File: src/rtl/load_return_stage.sv
// Memory-stage load return: selects BIOS/DMEM/MMIO read data one cycle after issue,
// aligns and extends it, and holds it across stalls. LOAD_MISALIGN_CHECK_EN adds misalignment flagging.
module load_return_stage #(
   parameter logic [3:0] BIOS_REGION = 4'b0100,
   parameter logic [3:0] IO_REGION   = 4'b1000,
   parameter logic [3:0] DMEM_MASK   = 4'b1101
) (
   input  logic        clk,
   input  logic        rst,
   input  logic        ld_valid,
   input  logic [31:0] ld_addr,
   input  logic [2:0]  ld_funct3,
   input  logic        stall,
   input  logic [31:0] bios_dout,
   input  logic [31:0] dmem_dout,
   input  logic [31:0] io_dout,
   output logic [31:0] dmem_lex,
   output logic        lex_valid,
   output logic        misaligned
);
   // state | meaning
   // IDLE  | no load completing this cycle
   // RESP  | memory dout valid, extended value driven straight through
   // HOLD  | pipeline frozen, value driven from hold registers
   typedef enum logic [1:0] {S_IDLE, S_RESP, S_HOLD} state_t;
   typedef enum logic [1:0] {SRC_NONE, SRC_BIOS, SRC_DMEM, SRC_IO} src_t;

   state_t      state_q, state_d;
   src_t        src_q, src_d, src_in;
   logic [1:0]  off_q, off_d;
   logic [2:0]  f3_q, f3_d;
   logic [31:0] hold_data_q, hold_data_d;
   logic        hold_mis_q, hold_mis_d;

   logic        issue;
   logic [31:0] word_sel, ext_val, resp_data;
   logic [7:0]  byte_sel;
   logic [15:0] half_sel;
   logic        resp_mis;
   logic        unused_addr;

   assign issue       = ld_valid & ~stall;
   assign unused_addr = ^ld_addr[27:2];

   always_comb begin
      src_in = SRC_NONE;
      if (ld_addr[31:28] == BIOS_REGION)
         src_in = SRC_BIOS;
      else if (ld_addr[31:28] == IO_REGION)
         src_in = SRC_IO;
      else if ((ld_addr[31:28] & DMEM_MASK) == 4'b0001)
         src_in = SRC_DMEM;
   end

   always_comb begin
      word_sel = 32'h0;
      case (src_q)
         SRC_BIOS: word_sel = bios_dout;
         SRC_DMEM: word_sel = dmem_dout;
         SRC_IO:   word_sel = io_dout;
         default:  word_sel = 32'h0;
      endcase
      byte_sel = word_sel[7:0];
      case (off_q)
         2'd1:    byte_sel = word_sel[15:8];
         2'd2:    byte_sel = word_sel[23:16];
         2'd3:    byte_sel = word_sel[31:24];
         default: byte_sel = word_sel[7:0];
      endcase
      half_sel = off_q[1] ? word_sel[31:16] : word_sel[15:0];
      case (f3_q)
         3'b000:  ext_val = {{24{byte_sel[7]}}, byte_sel};
         3'b100:  ext_val = {24'h0, byte_sel};
         3'b001:  ext_val = {{16{half_sel[15]}}, half_sel};
         3'b101:  ext_val = {16'h0, half_sel};
         default: ext_val = word_sel;
      endcase
   end

`ifdef LOAD_MISALIGN_CHECK_EN
   always_comb begin
      case (f3_q)
         3'b000, 3'b100: resp_mis = 1'b0;
         3'b001, 3'b101: resp_mis = off_q[0];
         default:        resp_mis = |off_q;
      endcase
      resp_data = resp_mis ? 32'h0 : ext_val;
   end
`else
   assign resp_mis  = 1'b0;
   assign resp_data = ext_val;
`endif

   always_comb begin
      state_d     = state_q;
      src_d       = src_q;
      off_d       = off_q;
      f3_d        = f3_q;
      hold_data_d = hold_data_q;
      hold_mis_d  = hold_mis_q;
      dmem_lex    = 32'h0;
      lex_valid   = 1'b0;
      misaligned  = 1'b0;
      if (issue) begin
         src_d = src_in;
         off_d = ld_addr[1:0];
         f3_d  = ld_funct3;
      end
      case (state_q)
         S_IDLE: begin
            if (issue) state_d = S_RESP;
         end
         S_RESP: begin
            dmem_lex   = resp_data;
            lex_valid  = 1'b1;
            misaligned = resp_mis;
            if (stall) begin
               hold_data_d = resp_data;
               hold_mis_d  = resp_mis;
               state_d     = S_HOLD;
            end else begin
               state_d = issue ? S_RESP : S_IDLE;
            end
         end
         S_HOLD: begin
            dmem_lex   = hold_data_q;
            lex_valid  = 1'b1;
            misaligned = hold_mis_q;
            if (!stall) state_d = issue ? S_RESP : S_IDLE;
         end
         default: state_d = S_IDLE;
      endcase
   end

   always_ff @(posedge clk or posedge rst) begin
      if (rst) begin
         state_q     <= S_IDLE;
         src_q       <= SRC_NONE;
         off_q       <= 2'd0;
         f3_q        <= 3'd0;
         hold_data_q <= 32'h0;
         hold_mis_q  <= 1'b0;
      end else begin
         state_q     <= state_d;
         src_q       <= src_d;
         off_q       <= off_d;
         f3_q        <= f3_d;
         hold_data_q <= hold_data_d;
         hold_mis_q  <= hold_mis_d;
      end
   end
endmodule

File: config.mk
export PLATFORM = sky130hd
export DESIGN_NAME = load_return_stage
export DESIGN_NICKNAME = d
export VERILOG_FILES = /design/src/rtl/load_return_stage.sv
export SDC_FILE = /design/constraint.sdc
export NUM_CORES = 1
export LEC_CHECK = 0
export ABC_CLOCK_PERIOD_IN_PS = 3700
export BUFFER_PORTS_ARGS = -buffer_cell sky130_fd_sc_hd__buf_2
export CAP_MARGIN = 15
export CORE_UTILIZATION = 52
export DETAILED_ROUTE_END_ITERATION = 6
export HOLD_SLACK_MARGIN = 0.03
export PLACE_DENSITY_LB_ADDON = 0.08
export SYNTH_ARGS = -nofsm -noshare
export SYNTH_HDL_FRONTEND = slang
export SYNTH_SLANG_ARGS = --single-unit
File: constraint.sdc
create_clock -name clk -period 3.7 [get_ports clk]
set_clock_uncertainty 0.2 [all_clocks]
set_input_delay 0.74 -clock clk [delete_from_list [all_inputs] [get_ports clk]]
set_output_delay 0.74 -clock clk [all_outputs]
set_load 0.05 [all_outputs]
==> summary.md, run 1 <==
| Metric | Value |
|---|---|
| Area delta synth->final | `20.8%` |
| Starting Density | `0.545` |
| Fmax | `0.280 GHz` |
| Worst setup path category | `flop to output port` |
| Number of distinct standard cells referenced by the synthesized netlist | `46` |
| Die W | `87.1 µm` |
| Top cell family by delay on the critical path | `compound AO/OA/AOI/OAI gates` |
| Number of port buffers | `141` |
| Final Hold Fails | `0` |
| CTS tree | `done` |
| Worst vdd rail ir drop | `0.000413 V` |
| Synth area leaders | `dfrtp_1 (27%), mux2_2 (9.0%), nand2_1 (7.0%)` |
| EDFF count, synth | `0` |
| Slowest Stage Delay on Critical Path | `450 ps` |
| Cell total after placement | `661` |
| Number of DRC markers after the initial detailed-route iteration | `362` |
| Number of nets in the layout | `711` |
| Count of instances resized after the clock tree is built | `0` |
| Remaining design rule violation count | `0` |
| Clock slew seen by the registers of the worst setup and hold paths | `80 ps` |
| Pre-CTS setup slack | `365 ps` |
| Total count of max-transition violations in the final report | `0` |
| Site Rows | `30` |
| Antenna violations before repair | `0` |
| Master cell of the clock root buffer | `clkbuf_8` |
| Post-Syn Area per Cell | `8.26 µm²` |
| Outcome | `finished, final reports clean` |
| Top Ports | `169` |
| Grt total ovfl | `0` |
| Worst path setup slack after routing | `130 ps` |
| Fraction of synthesized cell area taken by the top area cell type | `0.272` |
| Instance area after placement | `4460 µm²` |
| Via density per instance | `6.10` |
| Vertical extent of the die | `87.1 µm` |
| Vias post-DR | `4,079` |
| Total length of routed wires | `11,700 µm` |
| First-pass GRT wire length | `18,500 µm` |
| Aggregate global-route resource usage | `0.313` |
| Post-CTS setup-driven buffer insertion count | `0` |
| Final estimated routing congestion in global placement | `0.857` |
| Share of flip-flops with an asynchronous set or reset after synthesis | `1.00` |
| Later-pin clock latency in the skew report | `300 ps` |
| Cell area after layout | `4550 µm²` |
| Die Footprint | `7590 µm²` |
| Syn Nets | `595` |
| Worst Path Required | `2760 ps` |
| Library cell contributing the largest single delay on the critical path | `dfrtp_2` |
| Setup violation total in the final timing report | `0` |
| Worst hold path class | `flop to flop` |
| Antenna diodes | `0` |
| Count of max-cap constraint violations | `0` |
| Total number of clock tree sinks | `41` |
| Worst-case clock buffer depth | `2` |
| Startpoint types | `flop` |
| Post-route clock period utilization | `0.965` |
| Number of register bits inferred by synthesis | `41` |
| Number of global-route vias before repair | `3,715` |
| Most frequent cells after synthesis | `nand2_1 (70), dfrtp_1 (41), a21oi_1 (36)` |
| Fraction of layout cells with a size suffix above 1 | `0.354` |
| Most instantiated library cell after synthesis | `nand2_1` |
| Data arrival at the endpoint of the critical path | `2630 ps` |
| Register-to-register path setup slack | `1170 ps` |
| Largest net degree at the start of global routing | `49` |
| Number of levels in the clock H-tree | `2` |
| Area of the core region | `6910 µm²` |
| Setup Total Neg Slack | `0 ps` |
| Number of buffers inserted during clock tree synthesis | `5` |
| Number of standard cells in the final layout excluding fillers | `669` |
| Post-synthesis instance area | `3770 µm²` |
| Power density cells | `531 nW/µm²` |
| WL per Instance | `17.5 µm` |
| Post-DRT Antenna Nets | `0` |
| Post-Syn Instances | `456` |
| Min Tclk post-route | `3570 ps` |
| Synth warnings | `0` |
| Hold-fix buffer count after cts | `0` |
| Top FF cell, synth | `dfrtp_1` |
| Buffering stage count on the worst path with inverters included | `2` |
| Post-detailed-placement half-perimeter wirelength | `8580 µm` |
| Transition time at the pin with the least slew margin | `790 ps` |
| Maximum fanout along the worst path | `48` |
| Worst slew margin relative to its limit | `0.473` |
| Portion of the post-synthesis area used by sequential elements | `0.272` |
| Endpoint class of the critical path | `output port` |
| Library cell occupying the most area in the post-synthesis netlist | `dfrtp_1` |
| RSZ-0062 raised after global routing | `false` |
| Number of detailed-route iterations in the first pass | `5` |
| Critical-path cell list | `buf_12 -> mux2_4 -> a221oi_2 -> nor2_2 -> a31oi_4 -> a311oi_1 -> buf_2` |
| Leakage power of the design | `2.00 nW` |
## worst reg2reg max path, stage by stage, from the launching register on
cell and delay, ps:
dfrtp_2 450, buf_12 270, mux2_4 340, a221oi_2 270, nor2_2 120, a31oi_4 410
buf_4 220, a31oi_1 80
## where the power goes
part	switching, W	leakage (nW)	total (W)	internal (W)
Sequential	0.000143	0.502	0.000781	0.000638
Combinational	0.000870	1.45	0.00134	0.000469
Clock	0.000166	0.0450	0.000297	0.000131
## registers in the layout, indices dropped and copies added (netlist names)
name	flops
off_q	2
state_q	2
hold_data_q	32
f3_q	3
src_q	2
## through the flow
step           power [W]  utilization  hold slack (ps)
3_3_place_gp     0.00206        0.646              266
3_5_place_dp     0.00211        0.646              276
2_1_floorplan    0.00178            -              255
4_1_cts          0.00240        0.658              293
5_1_grt          0.00260        0.659              319
6_report         0.00242        0.659              289
## cells by family after synthesis
logic type / after synthesis / synth area share
AO/OA/AOI/OAI: 181 / 0.350
adder cells (fa/ha/maj): 4 / 0.0133
buffers and inverters: 51 / 0.0787
XOR/XNOR: 1 / 0.00233
multiplexers: 43 / 0.129
AND/OR/NAND/NOR: 134 / 0.154
flip-flops: 41 / 0.272
other: 1 / 0.000996
## per-layer routing
layer | part of all wire | vias to the layer above | track usage | wire [µm]
met1 | 0.43 | 1944 | 0.410 | 4990
met3 | 0.067 | 25 | 0.0351 | 785
met2 | 0.49 | 171 | 0.545 | 5700
met5 | 0 | - | 0 | 0
li1 | - | 1939 | - | -
met4 | 0.022 | 0 | 0.0924 | 262
## cells in the final DEF, fill, tap and decap left out, types with 9 or more instances in the layout
master and count:
a22oi_1 10, mux2_2 30, a311oi_1 20, nor2_1 34
a31oi_1 22, dfrtp_1 40, mux2i_1 9, nand2b_1 12
buf_2 141, o21ai_1 18, a21o_1 9, a22o_1 22
a221o_1 14, nand2_1 70, o21ai_0 10, a21oi_1 36
## path summary, 6_finish.rpt
kind,start,end,cells after the start
setup / recovery,src_q[0],dmem_lex[9],7
hold / removal,hold_data_q[4],hold_data_q[4],2
setup reg to reg,src_q[0],hold_data_q[8],7
hold reg to reg,hold_data_q[4],hold_data_q[4],2
max in group asynchronous,rst,src_q[0],3
min in group asynchronous,rst,hold_data_q[18],3
## layout make-up
cell class              instances  area (µm²)
multi-input cells             364        2440
fillers                       657        2360
flip-flops and latches         41        1030
repair buffers                153         850
well taps                      96         120
clock buffers                   6        72.6
inverters                       7        26.3
clock inverters                 2        10.0
(Power assumes the default switching activity.)
==> run 2, diff against run 1 <==
--- a/config.mk
+++ b/config.mk
@@ -8,7 +8,8 @@
 export ABC_CLOCK_PERIOD_IN_PS = 3700
 export BUFFER_PORTS_ARGS = -buffer_cell sky130_fd_sc_hd__buf_2
 export CAP_MARGIN = 15
-export CORE_UTILIZATION = 52
+export CORE_MARGIN = 2
+export CORE_UTILIZATION = 30
 export DETAILED_ROUTE_END_ITERATION = 6
 export HOLD_SLACK_MARGIN = 0.03
 export PLACE_DENSITY_LB_ADDON = 0.08
==> run 2 against run 1 <==
Power rose by 7.7%. Critical path type unchanged. Count of clock-buffer cells in the layout is 1 higher. Maximum frequency increased by 1.7%. Via count decreased by 1.8%. Critical path depth fell by 1. Clock power grew 58%. Utilization shrank 27 points. Combinational power is essentially flat. Cell area increased by 4.5%. Register-to-register slack improved by 120 ps. Sequential share of layout area shrank 0.98 points. Non-clock buffer count grew 6.
==> summary.md, run 2 (synthesis gave the netlist of run 1 again) <==
| Metric | Value |
|---|---|
| Outcome | `finished, final reports clean` |
| Grt total ovfl | `0 (unchanged)` |
| Register ranked first by flip-flop count | `hold_data_q` |
| Post-detailed-placement half-perimeter wirelength | `9830 µm (+15%)` |
| Number of global-route vias before repair | `3,915 (+5.4%)` |
| Number of buffers inserted during clock tree synthesis | `5 (unchanged)` |
| Clock group share of total power | `0.181 (+0.058)` |
| Fraction of layout cells with a size suffix above 1 | `0.363 (+0.00842)` |
| Most common library cell in the layout ignoring fill and taps | `buf_2` |
| Worst path setup slack after routing | `188 ps (+58.3 ps)` |
| Hold-fix buffer count after cts | `0 (unchanged)` |
| Starting Density | `0.311 (-0.234)` |
| Min Tclk post-route | `3510 ps (-58.3 ps)` |
| Worst r2r dst | `hold_data_q[8]` |
| Worst hold path class | `flop to flop` |
| Vertical extent of the die | `116 µm (+33%)` |
| Number of detailed-route iterations in the first pass | `5 (unchanged)` |
| Number of port buffers | `141 (unchanged)` |
| Master cell of the clock root buffer | `clkbuf_16` |
| Clock slew seen by the registers of the worst setup and hold paths | `60 ps (-20 ps)` |
| Filler cell count in the final layout | `1,337 (+100%)` |
| Largest net degree at the start of global routing | `47 (-4.1%)` |
| Transition time at the pin with the least slew margin | `776 ps (-13.4 ps)` |
| Site Rows | `40 (+33%)` |
| Maximum fanout along the worst path | `46 (-4.2%)` |
| Reg2reg start | `src_q[0]` |
| Final estimated routing congestion in global placement | `0.772 (-10%)` |
| Fmax | `0.285 GHz (+1.7%)` |
| Remaining design rule violation count | `0 (unchanged)` |
| Setup Total Neg Slack | `0 ps (unchanged)` |
| First-pass GRT wire length | `20,600 µm (+11%)` |
| Post-DRT Antenna Nets | `0 (unchanged)` |
| Area delta synth->final | `26.3%` |
| Worst Path Required | `2760 ps (about the same)` |
| Die Footprint | `13,500 µm² (+77%)` |
| Later-pin clock latency in the skew report | `280 ps (-20 ps)` |
| Final Hold Fails | `0 (unchanged)` |
| Pre-CTS setup slack | `315 ps (-50.4 ps)` |
| Setup violation total in the final timing report | `0 (unchanged)` |
| Number of nets in the layout | `717 (+0.84%)` |
| Top Ports | `169 (unchanged)` |
| Hold Path Cell Cnt | `2 (unchanged)` |
| Worst Min Path Start | `hold_data_q[5]` |
| Worst vdd rail ir drop | `0.000255 V (-38%)` |
| Number of cells on the worst reg-to-reg path | `8 (+1)` |
| Power density cells | `547 nW/µm² (+3.0%)` |
| RSZ-0062 raised after global routing | `false` |
| Startpoint types | `flop` |
| Antenna violations before repair | `0 (unchanged)` |
| Largest registers | `hold_data_q x32, f3_q x3` |
| Switching share of total power | `0.466 (-0.0224)` |
| Number of DRC markers after the initial detailed-route iteration | `230 (-36%)` |
| Area of the core region | `12,100 µm² (+75%)` |
| Register-to-register path setup slack | `1290 ps (+120 ps)` |
| Vias post-DR | `4,007 (-1.8%)` |
| WL per Instance | `17.7 µm (+1.1%)` |
| Number of levels in the clock H-tree | `2 (unchanged)` |
| Total count of max-transition violations in the final report | `0 (unchanged)` |
| Post-route clock period utilization | `0.949 (-0.0157)` |
| Top library cells by usage in the layout, fill and taps aside | `buf_2 (141), nand2_1 (70), dfrtp_1 (40)` |
| Total power | `0.00260 W (+7.7%)` |
| Cell Int Power | `0.00139 W (+12%)` |
| CTS tree | `done` |
| Leakage power of the design | `2.07 nW (+3.4%)` |
| Count of max-cap constraint violations | `0 (unchanged)` |
| Total length of routed wires | `13,300 µm (+13%)` |
| Switching power | `0.00121 W (+2.7%)` |
| Max FFs per register | `32 (unchanged)` |
| Die W | `116 µm (+33%)` |
| Worst slew margin relative to its limit | `0.482 (+0.00834)` |
| Endpoint class of the critical path | `output port` |
| Total number of clock tree sinks | `41 (unchanged)` |
| Data arrival at the endpoint of the critical path | `2570 ps (-60 ps)` |
| Sequential group share of total power | `0.297 (-0.026)` |
| Combinational cell fraction of total power | `0.522 (-0.032)` |
| Worst Hold Slack | `284 ps (-5.07 ps)` |
| Count of instances resized after the clock tree is built | `0 (unchanged)` |
| Worst-case clock buffer depth | `2 (unchanged)` |
| FF/Latch Area | `1030 µm² (unchanged)` |
| Area of the multi-input gates | `2440 µm² (unchanged)` |
| Via density per instance | `5.36 (-12%)` |
| Antenna diodes | `0 (unchanged)` |
| Worst Hold Endpoint | `hold_data_q[5]` |
| Aggregate global-route resource usage | `0.197 (-0.116)` |
| Worst setup path category | `flop to output port` |
-- run 2: cell types whose count changed in the layout (fill, tap and decap cells not counted), sizes merged --
cell	before	now
buf	153	159
clkbuf	6	7
clkinv	2	1
-- run 2: cell type report --
class / instances / area share
well taps: 168 / 0.0442
repair buffers: 159 / 0.187
clock buffers: 7 / 0.0321
inverters: 7 / 0.00552
multi-input cells: 364 / 0.514
flip-flops and latches: 41 / 0.216
clock inverters: 1 / 0.00105
-- run 2: worst max path at each step --
stage	start	endpoint	slack, ps	depth (start not counted)
after detailed placement	dmem_dout[15]	dmem_lex[9]	310	7
after CTS	src_q[0]	dmem_lex[9]	30	7
after global routing	src_q[1]	dmem_lex[27]	30	7
final	src_q[1]	dmem_lex[15]	190	6
after floorplan	dmem_dout[23]	dmem_lex[16]	110	6
after global placement	dmem_dout[15]	dmem_lex[9]	340	7
-- run 2: critical path, cell delays in order, from the launching register on --
cell	delay [ps]
dfrtp_1	390
buf_4	470
a22oi_1	230
or3_1	410
a211o_1	310
o211ai_1	150
buf_2	330
-- run 2: per-layer routing --
layer / vias up / share of wire / GRT usage
li1: 1950 / - / -
met1: 1950 / 0.46 / 0.264
met2: 103 / 0.50 / 0.347
met3: 4 / 0.042 / 0.0262
met4: 0 / 0.0051 / 0.0302
met5: - / 0 / 0
-- run 2: timing repair --
action,CTS,global route
buffers inserted,0,4
setup endpoints to repair,0,13
endpoints found under the hold margin,0,0
-- run 2: per-stage QoR --
step / area (µm²) / std cells / util
6_report: 4760 / 747 / 0.393
4_1_cts: 4710 / 743 / 0.389
5_1_grt: 4760 / 747 / 0.393
2_1_floorplan: 3770 / 456 / -
3_3_place_gp: 4560 / 735 / 0.376
3_5_place_dp: 4560 / 735 / 0.376
-- run 2: power by group through the flow --
stage	Clock [W]	Sequential, W	Combinational (W)
3_3_place_gp	0	0.000768	0.00133
3_5_place_dp	0	0.000779	0.00135
2_1_floorplan	0	0.000748	0.00103
5_1_grt	0.000504	0.000802	0.00150
4_1_cts	0.000480	0.000773	0.00136
6_report	0.000470	0.000775	0.00136
